<file path="src/rtl/pc_unit_if.sv">
// ----------------------------------------------------------------------------
// pc_unit_if : PC-update request and RAS status bundle | rev 1.0
// ----------------------------------------------------------------------------
`default_nettype none

interface pc_unit_if #(
  parameter int ADDR_W = 32
);
  logic              pc_write;
  logic [1:0]        pc_src;
  logic              link;
  logic [ADDR_W-1:0] branch_offset;
  logic [ADDR_W-1:0] jump_target;
  logic [ADDR_W-1:0] pc;
  logic [ADDR_W-1:0] ret_addr;
  logic              ras_empty;
  logic              ras_full;
  logic              ras_overflow;
  logic              ras_underflow;

  modport master (
    output pc_write, pc_src, link, branch_offset, jump_target,
    input  pc, ret_addr, ras_empty, ras_full, ras_overflow, ras_underflow
  );

  modport slave (
    input  pc_write, pc_src, link, branch_offset, jump_target,
    output pc, ret_addr, ras_empty, ras_full, ras_overflow, ras_underflow
  );
endinterface

`default_nettype wire

</file>
<file path="src/rtl/pc_unit.sv">
// ----------------------------------------------------------------------------
// pc_unit : program counter with return-address stack | rev 1.0
// ----------------------------------------------------------------------------
`default_nettype none

module pc_unit #(
  parameter int              ADDR_W    = 32,
  parameter int              RAS_DEPTH = 8,
  parameter logic [ADDR_W-1:0] RESET_PC = '0
) (
  input  wire logic   clk,
  input  wire logic   rst_n,
  pc_unit_if.slave    bus
);

  localparam int PTR_W = $clog2(RAS_DEPTH);
  localparam int CNT_W = PTR_W + 1;

  logic [ADDR_W-1:0] pc_q, pc_d;
  logic [CNT_W-1:0]  cnt_q, cnt_d;
  logic              ovf_q, ovf_d;
  logic              udf_q, udf_d;
  logic [ADDR_W-1:0] stack_q [RAS_DEPTH];

  logic [ADDR_W-1:0] pc_plus4;
  logic [ADDR_W-1:0] top_val;
  logic [PTR_W-1:0]  top_idx;
  logic [PTR_W-1:0]  wr_idx;
  logic              empty;
  logic              full;
  logic              push;

  assign empty    = (cnt_q == '0);
  assign full     = (cnt_q == CNT_W'(RAS_DEPTH));
  // Lower count bits wrap to 0 when full, so minus one still lands on the top slot
  assign top_idx  = cnt_q[PTR_W-1:0] - PTR_W'(1);
  assign wr_idx   = cnt_q[PTR_W-1:0];
  assign top_val  = empty ? '0 : stack_q[top_idx];
  assign pc_plus4 = pc_q + ADDR_W'(4);

  always_comb begin
    pc_d  = pc_q;
    cnt_d = cnt_q;
    ovf_d = ovf_q;
    udf_d = udf_q;
    push  = 1'b0;
    if (bus.pc_write) begin
      case (bus.pc_src)
        2'b00: pc_d = pc_plus4;
        2'b01: pc_d = pc_q + bus.branch_offset;
        2'b10: begin
          pc_d = bus.jump_target;
          if (bus.link) begin
            if (full) begin
              ovf_d = 1'b1;
            end else begin
              push  = 1'b1;
              cnt_d = cnt_q + CNT_W'(1);
            end
          end
        end
        default: begin
          if (empty) begin
            pc_d  = pc_plus4;
            udf_d = 1'b1;
          end else begin
            pc_d  = top_val;
            cnt_d = cnt_q - CNT_W'(1);
          end
        end
      endcase
    end
  end

  always_ff @(posedge clk) begin
    if (!rst_n) begin
      pc_q  <= RESET_PC;
      cnt_q <= '0;
      ovf_q <= 1'b0;
      udf_q <= 1'b0;
    end else begin
      pc_q  <= pc_d;
      cnt_q <= cnt_d;
      ovf_q <= ovf_d;
      udf_q <= udf_d;
      if (push) begin
        stack_q[wr_idx] <= pc_plus4;
      end
    end
  end

  assign bus.pc            = pc_q;
  assign bus.ret_addr      = top_val;
  assign bus.ras_empty     = empty;
  assign bus.ras_full      = full;
  assign bus.ras_overflow  = ovf_q;
  assign bus.ras_underflow = udf_q;

endmodule

`default_nettype wire

</file>
<file path="src/flat_wrapper.sv">
// flat-port wrapper written by rule: the top's interface ports become plain ports
module pc_unit_flat 
#(
  parameter int              ADDR_W    = 32,
  parameter int              RAS_DEPTH = 8,
  parameter logic [ADDR_W-1:0] RESET_PC = '0
)
  (clk, rst_n, bus_pc_write, bus_pc_src, bus_link, bus_branch_offset, bus_jump_target, bus_pc, bus_ret_addr, bus_ras_empty, bus_ras_full, bus_ras_overflow, bus_ras_underflow);
  pc_unit_if #(.ADDR_W(ADDR_W)) bus_i ();
  input  wire logic clk;
  input  wire logic rst_n;
  input wire logic [$bits(bus_i.pc_write)-1:0] bus_pc_write;
  input wire logic [$bits(bus_i.pc_src)-1:0] bus_pc_src;
  input wire logic [$bits(bus_i.link)-1:0] bus_link;
  input wire logic [$bits(bus_i.branch_offset)-1:0] bus_branch_offset;
  input wire logic [$bits(bus_i.jump_target)-1:0] bus_jump_target;
  output wire logic [$bits(bus_i.pc)-1:0] bus_pc;
  output wire logic [$bits(bus_i.ret_addr)-1:0] bus_ret_addr;
  output wire logic [$bits(bus_i.ras_empty)-1:0] bus_ras_empty;
  output wire logic [$bits(bus_i.ras_full)-1:0] bus_ras_full;
  output wire logic [$bits(bus_i.ras_overflow)-1:0] bus_ras_overflow;
  output wire logic [$bits(bus_i.ras_underflow)-1:0] bus_ras_underflow;
  assign bus_i.pc_write = bus_pc_write;
  assign bus_i.pc_src = bus_pc_src;
  assign bus_i.link = bus_link;
  assign bus_i.branch_offset = bus_branch_offset;
  assign bus_i.jump_target = bus_jump_target;
  assign bus_pc = bus_i.pc;
  assign bus_ret_addr = bus_i.ret_addr;
  assign bus_ras_empty = bus_i.ras_empty;
  assign bus_ras_full = bus_i.ras_full;
  assign bus_ras_overflow = bus_i.ras_overflow;
  assign bus_ras_underflow = bus_i.ras_underflow;
  pc_unit #(.ADDR_W(ADDR_W), .RAS_DEPTH(RAS_DEPTH), .RESET_PC(RESET_PC)) u_core (.clk(clk), .rst_n(rst_n), .bus(bus_i));
endmodule
</file>
<file path="config.mk">
export PLATFORM = sky130hd
export DESIGN_NAME = pc_unit_flat
export DESIGN_NICKNAME = d
export VERILOG_FILES = /design/src/rtl/pc_unit_if.sv /design/src/rtl/pc_unit.sv /design/src/flat_wrapper.sv
export SDC_FILE = /design/constraint.sdc
export NUM_CORES = 1
export LEC_CHECK = 0
export ABC_AREA = 1
export ABC_CLOCK_PERIOD_IN_PS = 4900
export BUFFER_PORTS_ARGS = -buffer_cell sky130_fd_sc_hd__buf_2
export CAP_MARGIN = 15
export CORE_AREA = 2 2 174 176
export CTS_CLUSTER_SIZE = 24
export DETAILED_ROUTE_END_ITERATION = 10
export DIE_AREA = 0 0 176 178
export GPL_TIMING_DRIVEN = 1
export HOLD_SLACK_MARGIN = 0.03
export PLACE_DENSITY_LB_ADDON = 0.15
export SLEW_MARGIN = 20
export SYNTH_ARGS = -nofsm -noshare
export SYNTH_HDL_FRONTEND = slang
export SYNTH_SLANG_ARGS = --single-unit
</file>
<file path="constraint.sdc">
create_clock -name clk -period 4.9 [get_ports clk]
set_input_delay 0.49 -clock clk [delete_from_list [all_inputs] [get_ports clk]]
set_output_delay 0.49 -clock clk [all_outputs]
set_load 0.005 [all_outputs]
</file>
==> summary.md, run 1 <==
| Metric | Value |
|---|---|
| # setup viols final | 0 |
| Worst Path Arrival | 3790 ps |
| Total number of H-tree levels | 1 |
| Worst-Margin Slew | 1170 ps |
| Number of storage elements in the synthesis netlist | 294 |
| Pin count of the biggest net entering global routing | 96 |
| Cells resized by post-CTS repair | 0 |
| Critical Path Source Type | flop |
| Peak Freq | 234 MHz |
| Library cell contributing the largest single delay on the critical path | sky130_fd_sc_hd__clkinv_1 |
| Die area | 31300 sq um |
| Clock latency reported for the late side of the worst-skew pair | 550 ps |
| Classification of the worst setup path | reg -> out |
| Portion of total power attributed to combinational logic | 20.9% |
| Half-perimeter wire length of the detailed placement result | 33.3 mm |
| Delay of the slowest cell on the worst path | 900 ps |
| Syn Inst Count | 1926 |
| Switching share of power | 29.8% |
| Number of antenna violations at the first check in global routing | 1 |
| Antenna fix cells | 0 |
| Clock input transition at the sequential cells of the worst setup and hold paths | 60 ps |
| Area added between synthesis and finish | 12.8% |
| Clock tree from TritonCTS | yes |
| Largest fanout on the critical path | 61 |
| Leakage power | 7.65 nW |
| Wire per inst | 19.7 um |
| Wire length on met1 | 20.2 mm |
| Non-filler cells in the finished layout | 2444 |
| Syn_area_per_cell | 8.35 sq um |
| Routed via count divided by cell count | 5.67 |
| Standard-cell rows | 63 |
| Final worst path period need | 4280 ps |
| Count of unique library cells instantiated by Yosys | 41 |
| Tightest slew margin relative to the limit | 21.7% |
| Data required time at the worst endpoint | 4410 ps |
| Category of the worst setup path capture point | primary output |
| Final Max Tran Viols | 0 |
| Via count of the first global-routing pass | 13000 |
| DIE HEIGHT | 178 um |
| YS warnings | 0 |
| Top cell family by delay on the critical path | buffers and inverters |
| Number of hold-repair buffers added at the cts stage | 0 |
| Initial cell density of the core | 54.7% |
| Clk buf depth | 3 |
| Tcrit/Tclk final | 87.3% |
| Clock buffer count from CTS | 28 |
| Routed met3 length | 3.93 mm |
| Number of clock sinks seen by CTS | 294 |
| Core Footprint | 29400 sq um |
| Wire length after detailed routing | 48.2 mm |
| Placed Instance Area | 17100 sq um |
| Kind of path behind the tightest hold check | in -> reg |
| Power Internal | 0.00457 W |
| Seq pwr share | 43.7% |
| Final Skew | 17.8 ps |
| Final total negative setup slack | 0 ps |
| Sequential area share after synthesis | 52.6% |
| Critical path cell sequence | clkinv_2 -> ha_2 -> clkinv_1 -> o21ai_1 -> o22ai_1 -> o211ai_1 -> inv_1 -> buf_2 |
| Setup repair after global routing missed its margin | false |
| Placed Cells | 2390 |
| Peak supply drop | 0.000255 V |
| DR pass1 iterations | 6 |
| Routability congestion estimate | 0.981 |
| Total net switching power | 0.00194 W |
| CTS Root Buffer Type | sky130_fd_sc_hd__clkbuf_16 |
| Number of violations of the max-capacitance limit | 0 |
| First DRT Iteration DRCs | 1522 |
| First-pass GRT wire length | 72.9 mm |
| Clock group share of total power | 35.4% |
| Gr usage total | 30.6% |
| Total length of routed met2 wires | 22.6 mm |
| PortBufs | 137 |
| Number of nets at the end of the flow | 2144 |
| Final Hold Fails | 0 |
| X dimension of the die | 176 um |
| Run status | completed |
| Uppermost layer routed | met5 |
| Post-detailed-route DRC marker count | 0 |
| Total congestion overflow | 0 |
| Top-level I/O count | 138 |
| Post CTS Setup Buffer Count | 0 |
| Post-Syn Nets | 2038 |
| Vias post-DR | 13900 |
| Final Cell Area | 18100 sq um |
| Netlist area before placement | 16100 sq um |
| Cell Pwr Density | 359 nW/um^2 |
| Final antenna-violating net count | 0 |
| Number of buffer and inverter stages on the critical path | 4 |
| Ratio of cells with drive above 1 in the final layout | 12.1% |
==> cells by family after synthesis <==
family	count (synthesis)	synth area share (%)
xor+xnor	12	0.654
flops	294	52.6
compound gates	355	12.4
fa+ha+maj	42	3.36
simple gates	920	23.3
buf+inv	303	7.71
==> power by group through the flow <==
stage                     Clock, W  Combinational (W)  Sequential, W
final                      0.00230            0.00136        0.00284
after global routing       0.00241            0.00150        0.00285
after CTS                  0.00231            0.00134        0.00284
after detailed placement         0            0.00134        0.00290
after global placement           0            0.00132        0.00290
after floorplan                  0           0.000899        0.00286
==> synth_stat cells, drive strengths merged <==
cell    instances  area [sq um]
xnor2           4          35.0
edfxtp        256          7690
a21oi         106           538
nand3         109           551
xor2            8          70.1
dfxtp          38           761
a31oi           4          25.0
o21bai          2          15.0
nand4           8          50.1
o221ai          5          43.8
nand2         482          1810
nor3           20           116
a22oi           1          7.51
o22ai          13          81.3
a211oi          1          7.51
ha             40           500
buf            45           272
a22o            1          8.76
inv           220           826
fa              2          40.0
clkinv          2          7.51
or2             9          56.3
nor2          279          1070
o211ai         59           443
nand3b          8          60.1
a21o            1          7.51
clkbuf         36           135
and2            5          31.3
o21ai         162           811
==> sequential cells by signal, indices dropped and copies added, names as in the netlist <==
name                      flops
u_core.stack_q              256
u_core.bus.pc                32
u_core.bus.ras_overflow       1
u_core.cnt_q                  4
u_core.bus.ras_underflow      1
==> layer usage <==
layer | track usage (%) | up-vias
li1 | - | 6658
met1 | 42.3 | 6507
met2 | 50.2 | 597
met3 | 3.47 | 86
met4 | 11.2 | 2
met5 | 0 | -
==> layout make-up <==
| class | instances | area (sq um) |
|---|---|---|
| fill | 2567 | 11300 |
| timing repair buffer | 157 | 908 |
| multi-input combinational | 1329 | 6460 |
| inverter | 222 | 835 |
| clock inverter | 18 | 218 |
| sequential | 294 | 8450 |
| tap | 390 | 488 |
| clock buffer | 34 | 764 |
==> placed cells by master (no fill, tap or decap), types with 8 or more instances in the layout <==
cell / n
sky130_fd_sc_hd__nand2_1: 481
sky130_fd_sc_hd__nor2_1: 264
sky130_fd_sc_hd__edfxtp_1: 256
sky130_fd_sc_hd__inv_1: 208
sky130_fd_sc_hd__buf_2: 137
sky130_fd_sc_hd__o21ai_0: 113
sky130_fd_sc_hd__nand3_1: 108
sky130_fd_sc_hd__a21oi_1: 104
sky130_fd_sc_hd__o211ai_1: 59
sky130_fd_sc_hd__o21ai_1: 49
sky130_fd_sc_hd__ha_1: 38
sky130_fd_sc_hd__dfxtp_1: 37
sky130_fd_sc_hd__clkbuf_16: 29
sky130_fd_sc_hd__nor3_1: 18
sky130_fd_sc_hd__buf_4: 16
sky130_fd_sc_hd__o22ai_1: 13
sky130_fd_sc_hd__clkinv_2: 12
sky130_fd_sc_hd__nor2_4: 10
sky130_fd_sc_hd__inv_2: 9
sky130_fd_sc_hd__or2_2: 9
sky130_fd_sc_hd__nand4_1: 8
sky130_fd_sc_hd__nand3b_1: 8
sky130_fd_sc_hd__xor2_1: 8
==> final timing paths <==
check                          start                       to  slack, ps  cells past startpoint
max reg2reg          u_core.cnt_q[0]         u_core.bus.pc[3]       1310                      9
min reg2reg  u_core.bus.ras_overflow  u_core.bus.ras_overflow        460                      2
max                  u_core.cnt_q[0]          bus_ret_addr[3]        620                      8
min                            rst_n          u_core.cnt_q[1]        280                      3
==> per-stage QoR <==
stage               setup slack (ps)  power (W)  hold WS (ps)  utilization (%)
floorplan                       1490    0.00376           445                -
global placement                1350    0.00421           438             57.9
detailed placement              1320    0.00423           459             58.1
CTS                              724    0.00649           266             61.4
global route                     447    0.00676           300             61.6
finish                           621    0.00651           280             61.6
==> worst reg2reg max path, stage by stage (launching register included) <==
cell	delay [ps]
sky130_fd_sc_hd__dfxtp_4	750
sky130_fd_sc_hd__clkinv_2	140
sky130_fd_sc_hd__ha_2	360
sky130_fd_sc_hd__clkinv_1	900
sky130_fd_sc_hd__o21ai_1	450
sky130_fd_sc_hd__o22ai_1	120
sky130_fd_sc_hd__o211ai_1	320
sky130_fd_sc_hd__nand3_1	220
sky130_fd_sc_hd__nand3_1	130
sky130_fd_sc_hd__a21oi_1	60
No activity file was read; power rests on OpenSTA's default activity.
==> inputs of run 2 (changes only) <==
ABC_CLOCK_PERIOD_IN_PS = 3400   (was 4900)
clock period = 3.4 ns   (was 4.9 ns; I/O delays follow)
==> summary.md, run 2 (synthesis gave the netlist of run 1 again) <==
| Metric | Value |
|---|---|
| Setup repair after global routing missed its margin | false |
| Portion of total power attributed to combinational logic | 22.4% |
| Classification of the worst setup path | reg -> out |
| Final Hold Fails | 0 |
| Number of violations of the max-capacitance limit | 0 |
| Wire length after detailed routing | 48.4 mm |
| Category of the worst setup path capture point | primary output |
| Final Cell Area | 18200 sq um |
| Cell Pwr Density | 503 nW/um^2 |
| Final setup margin | 243 ps |
| Clock buffer count from CTS | 28 |
| Post-Place Worst Slack | 769 ps |
| Routability congestion estimate | 0.995 |
| Clock latency reported for the late side of the worst-skew pair | 540 ps |
| Register ranked first by flip-flop count | u_core.stack_q |
| X dimension of the die | 176 um |
| Run status | completed |
| Seq pwr share | 44.4% |
| Clock group share of total power | 33.1% |
| Total net switching power | 0.00281 W |
| Startpoint of the worst-slack reg-to-reg timing path | u_core.cnt_q[1] |
| Die area | 31300 sq um |
| Standard-cell rows | 63 |
| Worst Path Arrival | 2820 ps |
| Number of antenna violations at the first check in global routing | 2 |
| Top-level I/O count | 138 |
| Clock input transition at the sequential cells of the worst setup and hold paths | 60 ps |
| Final Max Tran Viols | 0 |
| Worst setup path startpoint | u_core.cnt_q[1] |
| Routed via count divided by cell count | 5.66 |
| Tcrit/Tclk final | 92.9% |
| Final antenna-violating net count | 0 |
| Number of clock sinks seen by CTS | 294 |
| Vias post-DR | 14000 |
| Core Footprint | 29400 sq um |
| Tightest slew margin relative to the limit | 48.1% |
| First DRT Iteration DRCs | 1658 |
| PortBufs | 137 |
| Wire per inst | 19.6 um |
| Total number of H-tree levels | 1 |
| Power Internal | 0.00634 W |
| Placed Instance Area | 17300 sq um |
| First-pass GRT wire length | 73.4 mm |
| Largest fanout on the critical path | 27 |
| Peak Freq | 317 MHz |
| # setup viols final | 0 |
| Number of flip-flops in the largest register | 256 |
| Leakage power | 7.71 nW |
| Most common cell after layout, fill and taps aside | sky130_fd_sc_hd__nand2_1 |
| Placed Cells | 2412 |
| Finished Core Util | 61.8% |
| DIE HEIGHT | 178 um |
| Post-detailed-route DRC marker count | 0 |
| DR pass1 iterations | 5 |
| Half-perimeter wire length of the detailed placement result | 33.5 mm |
| Highest-count cells in the layout ignoring fill and taps | 481 x sky130_fd_sc_hd__nand2_1, 264 x sky130_fd_sc_hd__nor2_1, 256 x sky130_fd_sc_hd__edfxtp_1 |
| Data required time at the worst endpoint | 3060 ps |
| Clk buf depth | 3 |
| Area added between synthesis and finish | 13.1% |
| Peak supply drop | 0.000412 V |
| Switching share of power | 30.7% |
| Number of nets at the end of the flow | 2165 |
| Critical hold path startpoint | rst_n |
| Gr usage total | 30.7% |
| Total congestion overflow | 0 |
| Pin count of the biggest net entering global routing | 131 |
| Non-filler cells in the finished layout | 2467 |
| CTS Root Buffer Type | sky130_fd_sc_hd__clkbuf_16 |
| Ratio of cells with drive above 1 in the final layout | 12.8% |
| Final worst path period need | 3160 ps |
| Via count of the first global-routing pass | 13100 |
| Critical Path Source Type | flop |
| Final Skew | 19.7 ps |
| Initial cell density of the core | 54.7% |
| Kind of path behind the tightest hold check | in -> reg |
| Clock tree from TritonCTS | yes |
| Worst-Margin Slew | 776 ps |
-- run 2: cell count changes in the layout (fill, tap and decap cells not counted), moves of 3 or more --
| cell | previous run | this run |
|---|---|---|
| sky130_fd_sc_hd__bufinv_16 | 5 | 1 |
| sky130_fd_sc_hd__clkinv_1 | 5 | 8 |
| sky130_fd_sc_hd__buf_16 | 3 | 0 |
| sky130_fd_sc_hd__clkinv_2 | 12 | 7 |
| sky130_fd_sc_hd__buf_4 | 16 | 37 |
| sky130_fd_sc_hd__buf_12 | 1 | 4 |
-- run 2: timing repair --
item | 4_1_cts | 5_1_grt
endpoints found under the setup margin | 0 | 1
hold buffers | 0 | 0
gates resized for setup | 0 | 0
setup buffers | 0 | 1
-- run 2: worst max-delay path, cell delays in order, from the launching register on --
cell	delay [ps]
sky130_fd_sc_hd__dfxtp_1	440
sky130_fd_sc_hd__inv_1	110
sky130_fd_sc_hd__ha_2	300
sky130_fd_sc_hd__inv_1	190
sky130_fd_sc_hd__buf_4	340
sky130_fd_sc_hd__o21ai_0	150
sky130_fd_sc_hd__o22ai_1	130
sky130_fd_sc_hd__o21ai_1	70
sky130_fd_sc_hd__a31oi_1	360
sky130_fd_sc_hd__buf_2	190
-- run 2: final cells by class --
type / instances / area (sq um)
clock inverter: 17 / 116
clock buffer: 35 / 778
tap: 390 / 488
timing repair buffer: 178 / 1040
antenna: 2 / 5.00
multi-input combinational: 1329 / 6460
fill: 2606 / 11200
sequential: 294 / 8450
inverter: 222 / 835
-- run 2: power by group through the flow --
stage                     Combinational (W)  Sequential, W  Clock [W]
after floorplan                     0.00130        0.00412          0
after global placement              0.00200        0.00414          0
after detailed placement            0.00202        0.00414          0
after CTS                           0.00203        0.00406    0.00306
after global routing                0.00227        0.00407    0.00320
final                               0.00205        0.00406    0.00303
-- run 2: stage by stage --
| stage | total power (W) | TNS [ps] | hold WS, ps |
|---|---|---|---|
| global route | 0.00954 | 0 | 172 |
| floorplan | 0.00542 | -2290 | 445 |
| CTS | 0.00915 | 0 | 142 |
| detailed placement | 0.00616 | 0 | 472 |
| global placement | 0.00614 | 0 | 465 |
| finish | 0.00915 | 0 | 164 |
-- run 2: routing by layer --
| metal | track usage (%) | vias up | share of wire (%) |
|---|---|---|---|
| met3 | 3.82 | 82 | 8.0 |
| met2 | 51.5 | 617 | 47 |
| met1 | 42.5 | 6575 | 42 |
| met4 | 8.61 | 0 | 2.6 |
| met5 | 0 | - | 0 |
| li1 | - | 6692 | - |
-- run 2: worst paths after layout --
kind / endpoint / slack [ps] / cells after the start
hold / removal: u_core.cnt_q[0] / 160 / 3
hold reg to reg: u_core.bus.ras_underflow / 480 / 2
setup / recovery: bus_ret_addr[0] / 240 / 9
setup reg to reg: u_core.bus.pc[16] / 850 / 9
==> inputs of run 3 (changes only) <==
ABC_CLOCK_PERIOD_IN_PS = 3350   (was 3400)
clock period = 3.35 ns   (was 3.4 ns; I/O delays follow)
==> summary.md, run 3 (synthesis gave the netlist of run 1 again) <==
| Metric | Value |
|---|---|
| Portion of total power attributed to combinational logic | 22.8% |
| DIE HEIGHT | 178 um |
| Delay of the slowest cell on the worst path | 470 ps |
| Antenna fix cells | 0 |
| Cell Pwr Density | 516 nW/um^2 |
| Clock group share of total power | 33.3% |
| Clock buffer count from CTS | 28 |
| Finished Core Util | 62.1% |
| Gr usage total | 31.7% |
| Routed via count divided by cell count | 5.67 |
| Total congestion overflow | 0 |
| Pin count of the biggest net entering global routing | 61 |
| Total power | 0.00942 W |
| Highest-count cells in the layout ignoring fill and taps | 481 x sky130_fd_sc_hd__nand2_1, 264 x sky130_fd_sc_hd__nor2_1, 256 x sky130_fd_sc_hd__edfxtp_1 |
| Worst Path Arrival | 2850 ps |
| Clock latency reported for the late side of the worst-skew pair | 550 ps |
| Library cell contributing the largest single delay on the critical path | sky130_fd_sc_hd__ha_2 |
| Post-detailed-route DRC marker count | 0 |
| Critical path cell sequence | clkinv_4 -> ha_2 -> clkinvlp_4 -> buf_12 -> o21ai_0 -> o21ai_0 -> o211ai_1 -> inv_1 -> buf_2 |
| Total net switching power | 0.00285 W |
| Startpoint of the worst-slack reg-to-reg timing path | u_core.bus.pc[0] |
| Clock tree from TritonCTS | yes |
| Final Skew | 15.5 ps |
| Final antenna-violating net count | 0 |
| Setup repair after global routing missed its margin | false |
| Data required time at the worst endpoint | 3010 ps |
| Final worst path period need | 3180 ps |
| Via count of the first global-routing pass | 13300 |
| Wire length after detailed routing | 49.7 mm |
| Die area | 31300 sq um |
| Peak Freq | 314 MHz |
| DR pass1 iterations | 7 |
| Seq pwr share | 43.9% |
| Tightest slew margin relative to the limit | 39.8% |
| Total number of H-tree levels | 1 |
| Number of flip-flops in the largest register | 256 |
| Vias post-DR | 14000 |
| Most common cell after layout, fill and taps aside | sky130_fd_sc_hd__nand2_1 |
| Classification of the worst setup path | reg -> out |
| Top-level I/O count | 138 |
| Half-perimeter wire length of the detailed placement result | 34.6 mm |
| X dimension of the die | 176 um |
| Final Max Tran Viols | 0 |
| Final Hold Fails | 0 |
| Kind of path behind the tightest hold check | in -> reg |
| Worst flop-to-flop path endpoint | u_core.bus.pc[28] |
| Initial cell density of the core | 54.7% |
| Number of nets at the end of the flow | 2175 |
| # fillers | 2572 |
| Worst setup path startpoint | u_core.cnt_q[0] |
| Peak supply drop | 0.000345 V |
| Core Footprint | 29400 sq um |
| Power Internal | 0.00657 W |
| Number of clock sinks seen by CTS | 294 |
| Routability congestion estimate | 0.949 |
| First-pass GRT wire length | 74.7 mm |
| Leakage power | 7.75 nW |
| Cell seen most often among critical-path stages | sky130_fd_sc_hd__o21ai_0 |
| Run status | completed |
| Worst reg-to-reg path cell count | 15 |
| PortBufs | 137 |
| Worst-Margin Slew | 900 ps |
| Switching share of power | 30.2% |
| Tcrit/Tclk final | 95.1% |
| # setup viols final | 0 |
| Crit path capture | bus_ret_addr[15] |
| CTS Root Buffer Type | sky130_fd_sc_hd__clkbuf_16 |
| Wire per inst | 20.1 um |
| Clk buf depth | 3 |
| Area added between synthesis and finish | 13.6% |
| Category of the worst setup path capture point | primary output |
| Number of violations of the max-capacitance limit | 0 |
| Number of antenna violations at the first check in global routing | 2 |
| Standard-cell rows | 63 |
| Clock input transition at the sequential cells of the worst setup and hold paths | 60 ps |
| Critical Path Source Type | flop |
| First DRT Iteration DRCs | 1441 |
| Largest fanout on the critical path | 20 |
| Slack of the worst reg-to-reg path | 610 ps |
| Ratio of cells with drive above 1 in the final layout | 13.0% |
| Number of hold-repair buffers added at the cts stage | 0 |
| Register ranked first by flip-flop count | u_core.stack_q |
[run 3: changes by cell type in the layout (fill, tap and decap cells not counted), sizes merged]
cell    change
clkinv      -7
clkbuf      +8
bufbuf      +1
buf         +9
bufinv      +1
inv         -3
diode       -2
[run 3: critical path, delay by kind of cell, from the launching register on]
family / cells / cell delay (ps)
flip-flops: 1 / 460
AO/OA/AOI/OAI: 3 / 560
buffers and inverters: 5 / 810
adder cells (fa/ha/maj): 1 / 470
[run 3: how the worst min path moves through the flow]
stage | start | endpoint | slack [ps] | depth (start not counted)
finish | rst_n | u_core.bus.pc[0] | 140 | 3
global route | rst_n | u_core.cnt_q[0] | 150 | 3
CTS | rst_n | u_core.bus.pc[0] | 120 | 3
detailed placement | u_core.bus.ras_underflow | u_core.bus.ras_underflow | 470 | 2
global placement | u_core.bus.ras_underflow | u_core.bus.ras_underflow | 480 | 2
floorplan | u_core.bus.ras_overflow | u_core.bus.ras_overflow | 440 | 2
[run 3: stage by stage]
stage | instance area, sq um | TNS, ps | hold WS (ps) | worst slack [ps] | cells
floorplan | 16100 | -15090 | 445 | -59.4 | 1926
global placement | 17200 | 0 | 475 | 395 | 2413
detailed placement | 17200 | 0 | 475 | 289 | 2413
CTS | 18200 | 0 | 121 | 64.8 | 2470
global route | 18300 | 0 | 153 | 46.3 | 2474
finish | 18300 | 0 | 136 | 165 | 2474
[run 3: layout make-up]
cell class | instances | area, sq um | share of cell area [%]
sequential | 294 | 8450 | 46.3
multi-input combinational | 1329 | 6460 | 35.4
timing repair buffer | 188 | 1130 | 6.16
inverter | 222 | 842 | 4.61
clock buffer | 43 | 808 | 4.42
tap | 390 | 488 | 2.67
clock inverter | 8 | 92.6 | 0.507
[run 3: repair_timing]
action,4_1_cts,5_1_grt
cloned,1,0
buffers inserted,5,4
endpoints found under the setup margin,25,28
pin swaps,1,3
gates resized for setup,3,0
[run 3: metal layers]
metal / share of wire (%) / wire [um] / global-route usage [%]
met2: 47 / 23600 / 53.7
met4: 3.6 / 1770 / 11.8
met3: 8.2 / 4060 / 4.39
met5: 0.060 / 30 / 0
met1: 41 / 20300 / 41.7
[run 3: power groups by stage]
stage,Clock [W],Sequential [W],Combinational (W)
final,0.00313,0.00414,0.00215
after floorplan,0,0.00418,0.00132
after CTS,0.00316,0.00414,0.00211
after detailed placement,0,0.00422,0.00204
after global placement,0,0.00422,0.00201
after global routing,0.00330,0.00414,0.00237
